--- src/rtl/uart_rx_pkg.sv ---
// Shared definitions for the system-bus UART receiver: register offsets and FSM states.
package uart_rx_pkg;

    localparam logic [31:0] ADDR_DATA      = 32'h00;
    localparam logic [31:0] ADDR_VALID     = 32'h04;
    localparam logic [31:0] ADDR_BUSY      = 32'h08;
    localparam logic [31:0] ADDR_DIV       = 32'h0C;
    localparam logic [31:0] ADDR_PARITY_EN = 32'h10;
    localparam logic [31:0] ADDR_STOPBITS  = 32'h14;
    localparam logic [31:0] ADDR_ERR       = 32'h18;
    localparam logic [31:0] ADDR_RST       = 32'h24;

    typedef enum logic [2:0] {
        ST_IDLE,
        ST_START,
        ST_DATA,
        ST_PARITY,
        ST_STOP
    } rx_state_t;

endpackage

--- src/rtl/uart_rx_core.sv ---
// UART receive engine: rx synchroniser, bit-timing counter and frame FSM.
// Emits a delivery strobe with the byte plus parity/framing error strobes.
module uart_rx_core
    import uart_rx_pkg::*;
(
    input  logic        clk_i,
    input  logic        resetn_i,
    input  logic        clear_i,
    input  logic        rx_i,
    input  logic [15:0] div_i,
    input  logic        parity_en_i,
    input  logic        two_stop_i,
    output logic        busy_o,
    output logic [7:0]  data_o,
    output logic        deliver_o,
    output logic        parity_err_o,
    output logic        frame_err_o
);

    rx_state_t   state;
    logic        rx_meta;
    logic        rxs;
    logic [15:0] cnt;
    logic [15:0] div_q;
    logic        parity_en_q;
    logic        two_stop_q;
    logic        stop_left;
    logic [2:0]  bit_idx;
    logic [7:0]  shift;
    logic        tick;

    // A sample is taken in the cycle where the counter reaches 1, then it reloads DIV.
    assign tick = (cnt == 16'd1);

    always_ff @(posedge clk_i or negedge resetn_i) begin
        if (!resetn_i) begin
            rx_meta     <= 1'b1;
            rxs         <= 1'b1;
            state       <= ST_IDLE;
            cnt         <= '0;
            div_q       <= '0;
            parity_en_q <= 1'b0;
            two_stop_q  <= 1'b0;
            stop_left   <= 1'b0;
            bit_idx     <= '0;
            shift       <= '0;
        end else if (clear_i) begin
            rx_meta     <= 1'b1;
            rxs         <= 1'b1;
            state       <= ST_IDLE;
            cnt         <= '0;
            div_q       <= '0;
            parity_en_q <= 1'b0;
            two_stop_q  <= 1'b0;
            stop_left   <= 1'b0;
            bit_idx     <= '0;
            shift       <= '0;
        end else begin
            rx_meta <= rx_i;
            rxs     <= rx_meta;
            if (state != ST_IDLE) begin
                cnt <= tick ? div_q : cnt - 16'd1;
            end
            case (state)
                ST_IDLE: begin
                    if (!rxs) begin
                        state       <= ST_START;
                        cnt         <= div_i >> 1;
                        div_q       <= div_i;
                        parity_en_q <= parity_en_i;
                        two_stop_q  <= two_stop_i;
                    end
                end
                ST_START: begin
                    if (tick) begin
                        state   <= rxs ? ST_IDLE : ST_DATA;
                        bit_idx <= '0;
                    end
                end
                ST_DATA: begin
                    if (tick) begin
                        shift   <= {rxs, shift[7:1]};
                        bit_idx <= bit_idx + 3'd1;
                        if (bit_idx == 3'd7) begin
                            state     <= parity_en_q ? ST_PARITY : ST_STOP;
                            stop_left <= two_stop_q;
                        end
                    end
                end
                ST_PARITY: begin
                    if (tick) begin
                        state <= ST_STOP;
                    end
                end
                ST_STOP: begin
                    if (tick) begin
                        if (!rxs || !stop_left) begin
                            state <= ST_IDLE;
                        end
                        stop_left <= 1'b0;
                    end
                end
                default: state <= ST_IDLE;
            endcase
        end
    end

    assign busy_o       = (state != ST_IDLE);
    assign data_o       = shift;
    assign deliver_o    = (state == ST_STOP) && tick && rxs && !stop_left;
    assign frame_err_o  = (state == ST_STOP) && tick && !rxs;
    assign parity_err_o = (state == ST_PARITY) && tick && ((^shift) ^ rxs);

endmodule

--- src/rtl/uart_rx_sb_ctrl.sv ---
// System-bus UART receiver: register window, interrupt request and read mux
// around the uart_rx_core frame engine.
module uart_rx_sb_ctrl
    import uart_rx_pkg::*;
#(
    parameter logic [15:0] DEFAULT_DIV = 16'd1042
) (
    input  logic        clk_i,
    input  logic        resetn_i,
    input  logic        req_i,
    input  logic        write_enable_i,
    input  logic [31:0] addr_i,
    input  logic [31:0] write_data_i,
    output logic [31:0] read_data_o,
    output logic        interrupt_request_o,
    input  logic        interrupt_return_i,
    input  logic        rx_i
);

    logic        wr;
    logic        rd;
    logic        soft_rst;
    logic        data_rd;
    logic        err_wr;
    logic        busy;
    logic [7:0]  core_data;
    logic        deliver;
    logic        parity_err;
    logic        frame_err;
    logic [7:0]  data_q;
    logic        valid_q;
    logic [15:0] div_q;
    logic        parity_en_q;
    logic        two_stop_q;
    logic [2:0]  err_q;
    logic [31:0] rd_mux;

    assign wr       = req_i & write_enable_i;
    assign rd       = req_i & ~write_enable_i;
    assign soft_rst = wr && (addr_i == ADDR_RST) && write_data_i[0];
    assign data_rd  = rd && (addr_i == ADDR_DATA);
    assign err_wr   = wr && (addr_i == ADDR_ERR);

    uart_rx_core u_core (
        .clk_i        (clk_i),
        .resetn_i     (resetn_i),
        .clear_i      (soft_rst),
        .rx_i         (rx_i),
        .div_i        (div_q),
        .parity_en_i  (parity_en_q),
        .two_stop_i   (two_stop_q),
        .busy_o       (busy),
        .data_o       (core_data),
        .deliver_o    (deliver),
        .parity_err_o (parity_err),
        .frame_err_o  (frame_err)
    );

    always_comb begin
        rd_mux = '0;
        case (addr_i)
            ADDR_DATA:      rd_mux = {24'd0, data_q};
            ADDR_VALID:     rd_mux = {31'd0, valid_q};
            ADDR_BUSY:      rd_mux = {31'd0, busy};
            ADDR_DIV:       rd_mux = {16'd0, div_q};
            ADDR_PARITY_EN: rd_mux = {31'd0, parity_en_q};
            ADDR_STOPBITS:  rd_mux = two_stop_q ? 32'd2 : 32'd1;
            ADDR_ERR:       rd_mux = {29'd0, err_q};
            default:        rd_mux = '0;
        endcase
    end

    always_ff @(posedge clk_i or negedge resetn_i) begin
        if (!resetn_i) begin
            read_data_o         <= '0;
            interrupt_request_o <= 1'b0;
            data_q              <= '0;
            valid_q             <= 1'b0;
            div_q               <= DEFAULT_DIV;
            parity_en_q         <= 1'b0;
            two_stop_q          <= 1'b0;
            err_q               <= '0;
        end else if (soft_rst) begin
            read_data_o         <= '0;
            interrupt_request_o <= 1'b0;
            data_q              <= '0;
            valid_q             <= 1'b0;
            div_q               <= DEFAULT_DIV;
            parity_en_q         <= 1'b0;
            two_stop_q          <= 1'b0;
            err_q               <= '0;
        end else begin
            if (rd) begin
                read_data_o <= rd_mux;
            end
            if (deliver) begin
                data_q <= core_data;
            end
            // Delivery outranks a same-cycle DATA read or interrupt return.
            valid_q             <= deliver | (valid_q & ~data_rd);
            interrupt_request_o <= deliver | (interrupt_request_o & ~data_rd & ~interrupt_return_i);
            err_q <= (err_wr ? 3'b000 : err_q)
                   | {deliver & valid_q & ~data_rd, frame_err, parity_err};
            if (wr && (addr_i == ADDR_DIV) && (write_data_i[15:0] >= 16'd4) && !busy) begin
                div_q <= write_data_i[15:0];
            end
            if (wr && (addr_i == ADDR_PARITY_EN)) begin
                parity_en_q <= write_data_i[0];
            end
            if (wr && (addr_i == ADDR_STOPBITS)) begin
                two_stop_q <= (write_data_i == 32'd2);
            end
        end
    end

endmodule
--- config.mk ---
export PLATFORM = sky130hd
export DESIGN_NAME = uart_rx_sb_ctrl
export DESIGN_NICKNAME = d
export VERILOG_FILES = /design/src/rtl/uart_rx_pkg.sv /design/src/rtl/uart_rx_core.sv /design/src/rtl/uart_rx_sb_ctrl.sv
export SDC_FILE = /design/constraint.sdc
export NUM_CORES = 1
export LEC_CHECK = 0
export BUFFER_PORTS_ARGS = -buffer_cell sky130_fd_sc_hd__buf_2
export CORE_MARGIN = 2
export CORE_UTILIZATION = 62
export CTS_BUF_LIST = sky130_fd_sc_hd__clkbuf_8
export DETAILED_ROUTE_END_ITERATION = 12
export GPL_TIMING_DRIVEN = 0
export PLACE_DENSITY = 0.95
export SLEW_MARGIN = 5
export SYNTH_ARGS = -nofsm -noshare
export SYNTH_HDL_FRONTEND = slang
export SYNTH_SLANG_ARGS = --single-unit
--- constraint.sdc ---
create_clock -name clk_i -period 4.15 [get_ports clk_i]
set_input_delay 0.415 -clock clk_i [delete_from_list [all_inputs] [get_ports clk_i]]
set_output_delay 0.415 -clock clk_i [all_outputs]
set_load 0.01 [all_outputs]
# Yosys cells after proc, flatten, opt, wreduce, memory -nomap -nowiden
# Index checks and enable logic that the tools add are counted.
# W data, S select, Z words.
dict set report word_totals {
  out_inout_bits 33
  ff_bits 114
  word_cells 150
  inputBits 70
}
dict set report op_classes {
  n_lt_le_gt_ge 1
  n_reduce_logical 38
  bitwise_logic 14
  muxes 55
  n_addsub 2
  eq_ne 22
}
# cell n
set ops {}
lappend ops {{$mux W16} 10}
lappend ops {{$pmux W16 S7} 1}
lappend ops {{$eq A32 B5 Y1 const B} 3}
lappend ops {{$eq A32 B4 Y1 const B} 2}
lappend ops {{$mux W32} 2}
lappend ops {{$mux W3} 14}
lappend ops {{$mux W8} 5}
lappend ops {{$eq A32 B2 Y1 const B} 1}
lappend ops {{$eq A32 B3 Y1 const B} 1}
lappend ops {{$eq A32 B6 Y1 const B} 1}
lappend ops {{$logic_not A32 Y1} 1}
lappend ops {{$mux W1} 18}
lappend ops {{$ne A3 B2 Y1 const B} 6}
lappend ops {{$eq A16 B1 Y1 const B} 1}
lappend ops {{$ge A16 B3 Y1 const B} 1}
lappend ops {{$reduce_bool A2 Y1} 8}
lappend ops {{$sub A16 B1 Y16 const B} 1}
lappend ops {{$logic_and A1 B1 Y1} 15}
lappend ops {{$pmux W3 S5} 1}
lappend ops {{$reduce_bool A3 Y1} 3}
lappend ops {{$reduce_xor A8 Y1} 1}
lappend ops {{$and A1 B1 Y1} 7}
lappend ops {{$reduce_and A7 Y1} 1}
lappend ops {{$eq A3 B2 Y1 const B} 2}
lappend ops {{18 further kinds} 26}

# Logic depth before layout (Yosys ltp)
# Gate-level depths: netlist of run 1.
dict set report logic_depth {
  word_depth 8
  mapped_depth 9
  ltp_nobuf 8
}

# By module
# A second synthesis of run 1 with hierarchy kept.
dict set report unflattened {
  cells_unflattened 606
  area_unflattened_um2 5716.7
}
# module n_inst area_each_um2 seq_area_each_um2 cells_each
set modules_own_cells {}
lappend modules_own_cells {uart_rx_core 1 3138.0 1278.7 348}
lappend modules_own_cells {uart_rx_sb_ctrl 1 2578.7 1179.9 258}

# Least setup slack after synthesis of run 1
# OpenSTA, ideal clock, no wires.
dict set report synth_path {
  path_type {register -> register}
  start {register u_core.cnt[6]}
  end {register data_q[5]}
  path_buffers 1
  arrival_ns 2.078
  stages_incl_launch_ff 8
  slack_ns 1.941
  cell_sequence {dfrtp_1 or4_4 or2_1 nor4_4 and4bb_1 buf_4 mux2i_1 nor2_1}
}
dict set report synth_via {
  elab_chain_cells 5
}
# item line_no
set synth_rtl {}
lappend synth_rtl {{start: declaration} uart_rx_core.sv:23} ;# logic [15:0] cnt;
lappend synth_rtl {{start signal: assignment} uart_rx_core.sv:62} ;# cnt <= tick ? div_q : cnt - 16'd1;
lappend synth_rtl {{start signal: assignment} uart_rx_core.sv:68} ;# cnt <= div_i >> 1;
lappend synth_rtl {{$eq A16 B1 Y1} uart_rx_core.sv:33} ;# assign tick = (cnt == 16'd1);
lappend synth_rtl {{$logic_and A1 B1 Y1 (3 in series)} uart_rx_core.sv:110} ;# assign deliver_o = (state == ST_STOP) && tick && rxs && !stop_left;
lappend synth_rtl {{$reduce_bool A2 Y1 (no line)} --}
lappend synth_rtl {{end signal: assignment} uart_rx_sb_ctrl.sv:97} ;# data_q <= core_data;
lappend synth_rtl {{end: declaration} uart_rx_sb_ctrl.sv:30} ;# logic [7:0] data_q;
# Every way passes these cells.
# A chain may end at the register's enable or synchronous reset.

# Final worst setup path of run 1
dict set report layout_path {
  start {input addr_i[4]}
  end {register data_q[6]}
}
dict set report layout_via {
  elab_chain_cells 4
  word_cells_on_any_way 5
}
# item line_no
set layout_rtl {}
lappend layout_rtl {{start: declaration} uart_rx_sb_ctrl.sv:12} ;# input logic [31:0] addr_i,
lappend layout_rtl {{$eq A32 B6 Y1 (*)} uart_rx_sb_ctrl.sv:40} ;# assign soft_rst = wr && (addr_i == ADDR_RST) && write_data_i[0];
lappend layout_rtl {{$logic_and A1 B1 Y1 (*) (2 in series)} uart_rx_sb_ctrl.sv:40}
lappend layout_rtl {{$mux W8 or $reduce_bool A2 Y1 (tied branches)} --}
# Mark *: on every way between the ends. The rest lies on a longest branch, timed or not.

==> impl_metrics.toml, run 1 <==
[status]
status = "complete, no violations"

[logic_synthesis]
ys_seq_area_share_pct = 46.06
synth_area_per_cell_um2 = 9.364
yosys_register_bits = 98
synth_fa_ha_area_share_pct = 0.9376
synth_area_um2 = 5338
synth_compound_area_share_pct = 18.03
synth-simple-area-share_pct = 19.92
ys_async_sr_fraction_pct = 100.0
yosysUniqueCellTypes = 54
ys.warnings.count = 0
syn_inst = 570
synth_edf_count = 0
synth_top_flop_cell = "dfrtp_1"
synth_top_family_by_area = "simple AND/OR/NAND/NOR gates"
synth.area.mux_share_pct = 6.024
synthXorXnorAreaFrac_pct = 3.118

[finish]
final_cell_mix = "dfrtp_1, buf_2, nand2_1"
nFillCells = 565
fin_nets = 757
post-route-util_pct = 74.42
mostFrequentLayoutCell = "dfrtp_1"
area_growth_pct = 15.71
antenna_cells = 0
final_layout_size_suffix_gt1_share_pct = 22.42

[floorplan]
die_width_um = 96.79
die_area_um2 = 9367
initial_core_util_pct = 64.31
die_height_um = 96.79
num_rows = 33
num_io_pins = 103
core-area_um2 = 8299

[grt]
gr-max-usage-layer = "met2"
use_met2_pct = 54.70
grt_max_degree = 51
use_met1_pct = 41.04
grt_pass1_wl_mm = 24.73
grt_pass1_vias = 5098
grt_use_met3_pct = 5.853
grt_overflow = 0
grt.total_usage_pct = 32.81
antenna_found_initial = 0

[timing]
finalMaxSlewViolations = 0
tns_ns = 0
clock.fmax_mhz = 379.6
postLayoutSetupSlackWorst_ns = 1.515
clock_skew_ns = 0.01169
tightest_slew_ns = 0.9200
min_period_over_period_pct = 63.48
fin_crit_ns = 2.635
relSlewSlack_pct = 38.15
final_hold_viol_count = 0
rsz0062_at_grt = "no"
setup_viol_count_final = 0

[clocking]
cts_hold_buf = 0
cts_buffers = 9
cts.sinks = 98
cts_tree = "built"
cts_resized = 0
clk-insertion-delay-late_ns = 0.37
clk_pin_slew_worst_paths_ns = 0.10
cts_root_buf = "clkbuf_8"
post_cts.repair.setup_buffers = 0
cts_htree_levels = 3
clockBufferDepth = 2

[place]
post-place-ws_ns = 1.166
numPortBuffers = 86
gp_congestion = 0.9460
hpwl_mm = 11.15

[setup_path]
critPathKind = "input port to register"
crit_required_ns = 4.38
crit_path_start_kind = "input port"
arrival_ns = 2.87
endpoint_kind = "register"
crit_path_max_fanout = 10

[detailed_routing]
wl_mm = 15.38
vias = 5176
wire_per_inst_um = 19.41
route.detailed.drc = 0
drtIter0Drc = 552
firstDrtPassIters = 5
ant_nets = 0
via_per_inst = 6.535

[worst_hold_path]
hp-class = "input port to async pin"

[pwr]
p_leak_nw = 2.723
ir_worst_vdd_uv = 197.2
power.density_cell_area_nw_per_um2 = 451.3

[run]
drv_cap = 0
-- synth_stat cells, types with 5 or more instances --
| cell type | count | area [µm²] |
|---|---|---|
| clkbuf_1 | 29 | 108.9 |
| a22oi_1 | 11 | 82.58 |
| nor4_1 | 13 | 81.33 |
| o21ai_0 | 39 | 195.2 |
| nand2_1 | 58 | 217.7 |
| mux2i_1 | 22 | 220.2 |
| a211oi_1 | 12 | 90.09 |
| nand3_1 | 9 | 45.04 |
| a31oi_1 | 5 | 31.28 |
| a211o_1 | 6 | 52.55 |
| o211ai_1 | 6 | 45.04 |
| nand4_1 | 5 | 31.28 |
| inv_1 | 10 | 37.54 |
| dfstp_2 | 5 | 131.4 |
| a22o_1 | 16 | 140.1 |
| nor2b_1 | 13 | 81.33 |
| mux2_2 | 9 | 101.4 |
| a21oi_1 | 41 | 205.2 |
| xnor2_1 | 17 | 148.9 |
| nor3_1 | 11 | 55.05 |
| buf_4 | 18 | 135.1 |
| dfrtp_1 | 93 | 2327 |
| and3_1 | 5 | 31.28 |
| nor2_1 | 55 | 206.5 |
-- registers in the layout, indices dropped and copies added (netlist names), 3 cells and up --
name and cells:
u_core.div_q 16, read_data_o 16, err_q 3, u_core.bit_idx 3
div_q 16, data_q 8, u_core.cnt 16, u_core.state 3
u_core.data_o 8
-- final timing paths --
check	startpoint	endpoint	slack, ns	depth (start not counted)
min in group clk_i	rx_i	u_core.rx_meta	0.24	2
max reg2reg	u_core.cnt[10]	err_q[0]	1.53	7
max in group asynchronous	resetn_i	div_q[1]	3.38	2
min	resetn_i	read_data_o[7]	0.06	1
max	addr_i[4]	data_q[6]	1.52	7
min reg2reg	read_data_o[4]	read_data_o[4]	0.51	2
-- area by class of cell --
cell class,count,area (µm²),area share [%]
multi-input cells,423,2624,42.48
flip-flops and latches,98,2459,39.81
repair buffers,87,460.4,7.455
plain buffers,54,274.0,4.437
well taps,105,131.4,2.127
clock buffers,9,123.9,2.006
clock inverters,6,66.31,1.074
inverters,10,37.54,0.6078
-- layer usage --
metal	wire (µm)	part of all wire (%)
met2	7487	49
met1	5616	37
met3	1662	11
met5	0	0
met4	609	4.0
-- metrics by stage --
step                cells  power, W  instance area (µm²)  hold WS [ns]
finish                792  0.002787                 6176       0.06009
global route          792  0.002910                 6176        0.1090
CTS                   792  0.002744                 6176       0.08236
global placement      776  0.002072                 5956        0.4666
floorplan             585  0.001861                 5394        0.1194
detailed placement    777  0.002129                 5986        0.4727
-- critical path, cell delays in order --
cell	delay, ns
buf_2	0.13
nand2b_1	0.18
or4_1	0.49
nor4_2	0.53
clkbuf_1	0.48
buf_1	0.50
nor2_1	0.13
-- power by group --
part / internal [W] / total, W / switching [W]
sequential: 0.00104 / 0.00116 / 0.000119
clock: 0.000279 / 0.000630 / 0.000351
combinational: 0.000382 / 0.000996 / 0.000614
-- kinds of logic (layout without fill, tap and decap cells) --
| logic type | Yosys count | after routing |
|---|---|---|
| multiplexers | 31 | 31 |
| flip-flops | 98 | 98 |
| AND/OR/NAND/NOR | 202 | 202 |
| AO/OA/AOI/OAI | 151 | 151 |
| other | 1 | 16 |
| XOR/XNOR | 19 | 19 |
| adder cells (fa/ha/maj) | 4 | 4 |
| buffers and inverters | 64 | 166 |
Power figures use the tool's default switching activity.
==> run 2, diff against run 1 <==
CORE_UTILIZATION = 52   (was 62)
PLACE_DENSITY = 0.86   (was 0.95)
clock period = 2.2 ns   (was 4.15 ns; I/O delays follow)
==> impl_metrics.toml, run 2 (synthesis results as in run 1) <==
[place]
hpwl_mm = 10.87
post-place-ws_ns = -0.6461
gp_congestion = 0.9118
dp_cells = 805
dpl_cell_area_um2 = 6025
numPortBuffers = 86

[setup_path]
crit_path_start_kind = "register"
r2r_slack_ns = -0.26
arrival_ns = 2.76
worstReg2RegEnd = "u_core.cnt[14]"
crit_required_ns = 2.51
critPathMaxStageDelay_ns = 0.58
cpMostUsedCell = "buf_6"
path_cells = "or4_4 > buf_6 > or3_4 > buf_6 > nor3_4 > xnor2_1 > a211o_1 > a21oi_2"
critPathSlowestCell = "or4_4"
critical-path-top-delay-family = "simple AND/OR/NAND/NOR gates"
crit_path_max_fanout = 4
endpoint_kind = "register"
rr_startpoint = "u_core.cnt[6]"
reg2reg_depth = 8
critPathKind = "register to register"
path_buf_inv = 2

[run]
drv_cap = 0

[status]
status = "finished, violations left"
violations = "setup timing"

[pwr]
power.density_cell_area_nw_per_um2 = 872.3
clkPwrFrac_pct = 20.5
p_leak_nw = 2.967
p_seq_share_pct = 37.7
ir_worst_vdd_uv = 573.1
p_sw_share_pct = 41.31
combPwrFrac_pct = 41.8
switching_power_w = 0.002410
internal-power_w = 0.003424

[finish]
mostFrequentLayoutCell = "dfrtp_1"
layout.cells.non_filler = 851
fin_nets = 787
area_growth_pct = 25.29
final_cell_mix = "dfrtp_1, buf_2, nand2_1"
final_layout_size_suffix_gt1_share_pct = 30.78
antenna_cells = 0
postLayoutCellArea_um2 = 6688
post-route-util_pct = 67.80

[timing]
final_hold_viol_count = 0
setup_viol_count_final = 40
relSlewSlack_pct = 51.70
finalMaxSlewViolations = 0
tns_ns = -4.859
fin_crit_ns = 2.456
postLayoutSetupSlackWorst_ns = -0.2560
rsz0062_at_grt = "yes"
tightest_slew_ns = 0.7244
clock.fmax_mhz = 407.2
min_period_over_period_pct = 111.6
clock_skew_ns = 0.01275

[worst_hold_path]
hold_depth = 2
hp-class = "input port to register"
min_to = "u_core.rx_meta"
hold_start = "rx_i"

[detailed_routing]
detailroute.wirelength.met2_mm = 7.687
wire_per_inst_um = 19.00
via_per_inst = 6.139
ant_nets = 0
met1Wirelength_mm = 5.988
met3WireLength_mm = 1.859
route.detailed.drc = 0
drtIter0Drc = 618
vias = 5224
wl_mm = 16.17
top_layer_used = "met4"
firstDrtPassIters = 9

[clocking]
cts_htree_levels = 3
cts_root_buf = "clkbuf_8"
clk_pin_slew_worst_paths_ns = 0.11
cts.sinks = 98
cts_buffers = 9
clockBufferDepth = 2
clk-insertion-delay-late_ns = 0.38
cts_tree = "built"

[floorplan]
die_height_um = 105.3
num_io_pins = 103
initial_core_util_pct = 54.11
core-area_um2 = 9864
num_rows = 36
die_area_um2 = 11090
die_width_um = 105.3

[grt]
grt_overflow = 0
antenna_found_initial = 0
grt_max_degree = 68
grt_pass1_vias = 5085
grt_pass1_wl_mm = 24.85
grt.total_usage_pct = 28.41
==> run 2: changes by cell type in the layout (fill, tap and decap cells not counted), moves of 4 or more <==
cell	delta
nor3_1	-6
clkbuf_2	+5
buf_4	+22
nor2_1	-5
buf_1	-4
clkbuf_1	-8
buf_6	+12
==> run 2: metrics by stage <==
stage / hold slack [ns] / power [W]
final: 0.05048 / 0.005834
after CTS: 0.03967 / 0.005391
after global routing: 0.03316 / 0.006059
after global placement: 0.4161 / 0.003919
after floorplan: -0.07559 / 0.003510
after detailed placement: 0.1955 / 0.004022
==> run 2: metal layers <==
metal / vias to the layer above / global-route usage [%]
li1: 2295 / -
met2: 417 / 45.30
met1: 2438 / 36.67
met5: - / 0
met4: 0 / 13.33
met3: 74 / 6.555
==> run 2: how the worst max path moves through the flow <==
stage	startpoint	endpoint	cells past startpoint
final	u_core.cnt[6]	u_core.cnt[14]	8
after detailed placement	addr_i[17]	read_data_o[12]	7
after global placement	addr_i[4]	read_data_o[8]	7
after global routing	u_core.cnt[6]	u_core.cnt[14]	8
after floorplan	u_core.cnt[6]	data_q[5]	7
after CTS	u_core.cnt[5]	data_q[0]	7
==> run 2: power by group through the flow <==
| stage | registers (W) | logic (W) | clock network [W] |
|---|---|---|---|
| 2_1_floorplan | 0.00215 | 0.00136 | 0 |
| 3_3_place_gp | 0.00219 | 0.00173 | 0 |
| 3_5_place_dp | 0.00221 | 0.00182 | 0 |
| 4_1_cts | 0.00215 | 0.00204 | 0.00120 |
| 5_1_grt | 0.00221 | 0.00257 | 0.00128 |
| 6_report | 0.00220 | 0.00244 | 0.00120 |
==> run 2: final cells by class <==
class                   count  area (µm²)
fillers                   711        3177
multi-input cells         423        2780
flip-flops and latches     98        2461
repair buffers            120       740.7
plain buffers              51       296.5
well taps                 133       166.4
clock buffers               9       123.9
clock inverters             7       81.33
inverters                  10       37.54
==> run 2: timing repair <==
| action | in CTS | in global routing |
|---|---|---|
| endpoints found under the setup margin | 52 | 69 |
| gates resized for setup | 25 | 41 |
| pin swaps | 6 | 31 |
| endpoints found under the hold margin | 29 | 0 |
| hold buffers | 1 | 0 |
| cloned | 1 | 0 |
| setup buffers | 14 | 17 |
==> run 3, diff against run 2 <==
ABC_AREA = 1   (was default)
HOLD_SLACK_MARGIN = 0.08   (was default)
TNS_END_PERCENT = 30   (was default)
==> impl_metrics.toml, run 3 <==
[grt]
antenna_found_initial = 0
grt_pass1_vias = 5069
grt_pass1_wl_mm = 23.95
grt_overflow = 0
grt_max_degree = 71
grt.total_usage_pct = 27.08

[timing]
min_period_over_period_pct = 93.98
finalMaxSlewViolations = 0
fin_crit_ns = 2.067
setup_viol_count_final = 0
fin_hold_ws_ns = 0.08736
tightest_slew_ns = 0.5605
relSlewSlack_pct = 62.64
clock.fmax_mhz = 483.7
clock_skew_ns = 0.008537
final_hold_viol_count = 0
rsz0062_at_grt = "no"

[logic_synthesis]
ys_top_cells_by_area = "dfrtp_1, nand2_1, nor2_1"
yosys_register_bits = 98
netlist_top_cells_count = "nand2_1, dfrtp_1, nor2_1"
yosysMostFrequentCell = "nand2_1"
syn_inst = 700
synth_area_per_cell_um2 = 7.668
synth_area_um2 = 5368
yosysUniqueCellTypes = 41
synth_top_flop_cell = "dfrtp_1"
ys_seq_area_share_pct = 45.80
synth.largest_area_cell = "dfrtp_1"
synth_edf_count = 0
synth_top_area_share_pct = 43.36
ys_async_sr_fraction_pct = 100.0
ys.warnings.count = 0

[place]
numPortBuffers = 86
gp_congestion = 0.9485
hpwl_mm = 10.66
dpl_cell_area_um2 = 6055
dp_cells = 938

[finish]
final_cell_mix = "nand2_1, buf_2, dfrtp_1"
postLayoutCellArea_um2 = 6349
final_layout_size_suffix_gt1_share_pct = 19.37
seq_area_um2 = 2459
fin_nets = 895
mostFrequentLayoutCell = "nand2_1"
multi_input_area_um2 = 2426
nFillCells = 904
layout.cells.non_filler = 962
antenna_cells = 0
area_growth_pct = 18.28

[detailed_routing]
firstDrtPassIters = 5
wl_mm = 14.48
ant_nets = 0
wire_per_inst_um = 15.06
drtIter0Drc = 482
vias = 5196
via_per_inst = 5.401
route.detailed.drc = 0

[pwr]
switching_power_w = 0.001960
clkPwrFrac_pct = 23.7
ir_worst_vdd_uv = 412.2
p_seq_share_pct = 44.2
p_leak_nw = 3.348
p_sw_share_pct = 37.90
power.density_cell_area_nw_per_um2 = 814.7
internal-power_w = 0.003212
combPwrFrac_pct = 32.1

[worst_hold_path]
hold_start = "write_data_i[11]"
hp-class = "input port to register"

[floorplan]
initial_core_util_pct = 52.70
num_io_pins = 103
die_area_um2 = 11150
die_width_um = 105.6
num_rows = 37
core-area_um2 = 10180
die_height_um = 105.6

[setup_path]
rr_startpoint = "u_core.cnt[1]"
crit_end = "div_q[5]"
reg2reg_depth = 9
crit_path_max_fanout = 10
critPathMaxStageDelay_ns = 0.55
arrival_ns = 2.33
endpoint_kind = "register"
r2r_slack_ns = 0.18
worstReg2RegEnd = "u_core.data_o[3]"
path_cells = "dlygate4sd3_1 > buf_2 > nor2_1 > nand4_1 > nor3_1 > nor3_1 > nand2_1 > buf_6 > clkinv_2 > buf_6 > nand2_1 > o21ai_0"
crit_required_ns = 2.47
crit_path_start_kind = "input port"
critPathSlowestCell = "dlygate4sd3_1"
cp-startpoint = "write_data_i[14]"
critPathKind = "input port to register"

[clocking]
cts.sinks = 98
cts_tree = "built"
cts_root_buf = "clkbuf_8"
cts_htree_levels = 3
clockBufferDepth = 2
cts_buffers = 9
post_cts.repair.setup_buffers = 0
clk_pin_slew_worst_paths_ns = 0.10
clk-insertion-delay-late_ns = 0.38

[status]
status = "complete, no violations"

[run]
drv_cap = 0
[run 3: final cells by class]
cell class                      count  share of cell area (%)
Buffer                             37                   3.961
Clock buffer                        9                   1.951
Clock inverter                      7                   1.242
Inverter                           79                   4.710
Multi-Input combinational cell    501                   38.21
Sequential cell                    98                   38.73
Tap cell                          136                   2.680
Timing Repair Buffer               95                   8.514
[run 3: metal layers]
metal / vias to the layer above / part of all wire [%] / wire length, µm / global-route usage (%)
met5: - / 0 / 0 / 0
met4: 0 / 2.6 / 371 / 9.305
met3: 36 / 7.8 / 1127 / 5.813
met2: 235 / 48 / 6975 / 45.02
met1: 2426 / 41 / 6008 / 35.22
li1: 2499 / - / - / -
[run 3: metrics by stage]
step	setup WS, ns	total power [W]	utilization (%)	setup TNS [ns]
after floorplan	0.5363	0.003443	-	0
after global placement	-0.09140	0.003846	59.15	-7.855
after detailed placement	0.1521	0.003909	59.45	0
after CTS	0.09125	0.005122	62.22	0
after global routing	0.02632	0.005518	62.33	0
final	0.1325	0.005172	62.33	0
[run 3: cell families (layout without fill, tap and decap cells)]
| family | after synthesis | in the layout | synth area share [%] |
|---|---|---|---|
| other cells | 1 | 16 | 0.06986 |
| xor+xnor | 14 | 14 | 2.284 |
| fa+ha+maj | 4 | 4 | 0.9324 |
| compound gates | 125 | 125 | 13.61 |
| flops | 98 | 98 | 45.80 |
| mux | 1 | 1 | 0.1865 |
| simple gates | 341 | 341 | 26.88 |
| buf+inv | 116 | 227 | 10.23 |
[run 3: timing repair]
action	CTS	global route
hold buffers	8	0
setup endpoints to repair	0	28
endpoints found under the hold margin	34	0
resized for setup	0	6
[run 3: critical path, delay by kind of cell]
kind | cells | cell delay [ns]
compound gates | 1 | 0.08
simple gates | 6 | 0.96
buf+inv | 5 | 1.05
[run 3: worst min-delay path by stage]
| stage | cells after the start | slack (ns) | to |
|---|---|---|---|
| final | 3 | 0.09 | div_q[11] |
| after global routing | 3 | 0.1 | div_q[1] |
| after CTS | 3 | 0.09 | div_q[11] |
| after detailed placement | 1 | 0.18 | u_core.cnt[12] |
| after global placement | 2 | 0.41 | u_core.rx_meta |
| after floorplan | 0 | -0.08 | data_q[0] |
[run 3: power groups by stage]
| stage | combinational, W | sequential (W) | clock, W |
|---|---|---|---|
| floorplan | 0.00120 | 0.00224 | 0 |
| global placement | 0.00155 | 0.00230 | 0 |
| detailed placement | 0.00160 | 0.00231 | 0 |
| CTS | 0.00163 | 0.00227 | 0.00122 |
| global route | 0.00189 | 0.00232 | 0.00131 |
| finish | 0.00166 | 0.00229 | 0.00123 |
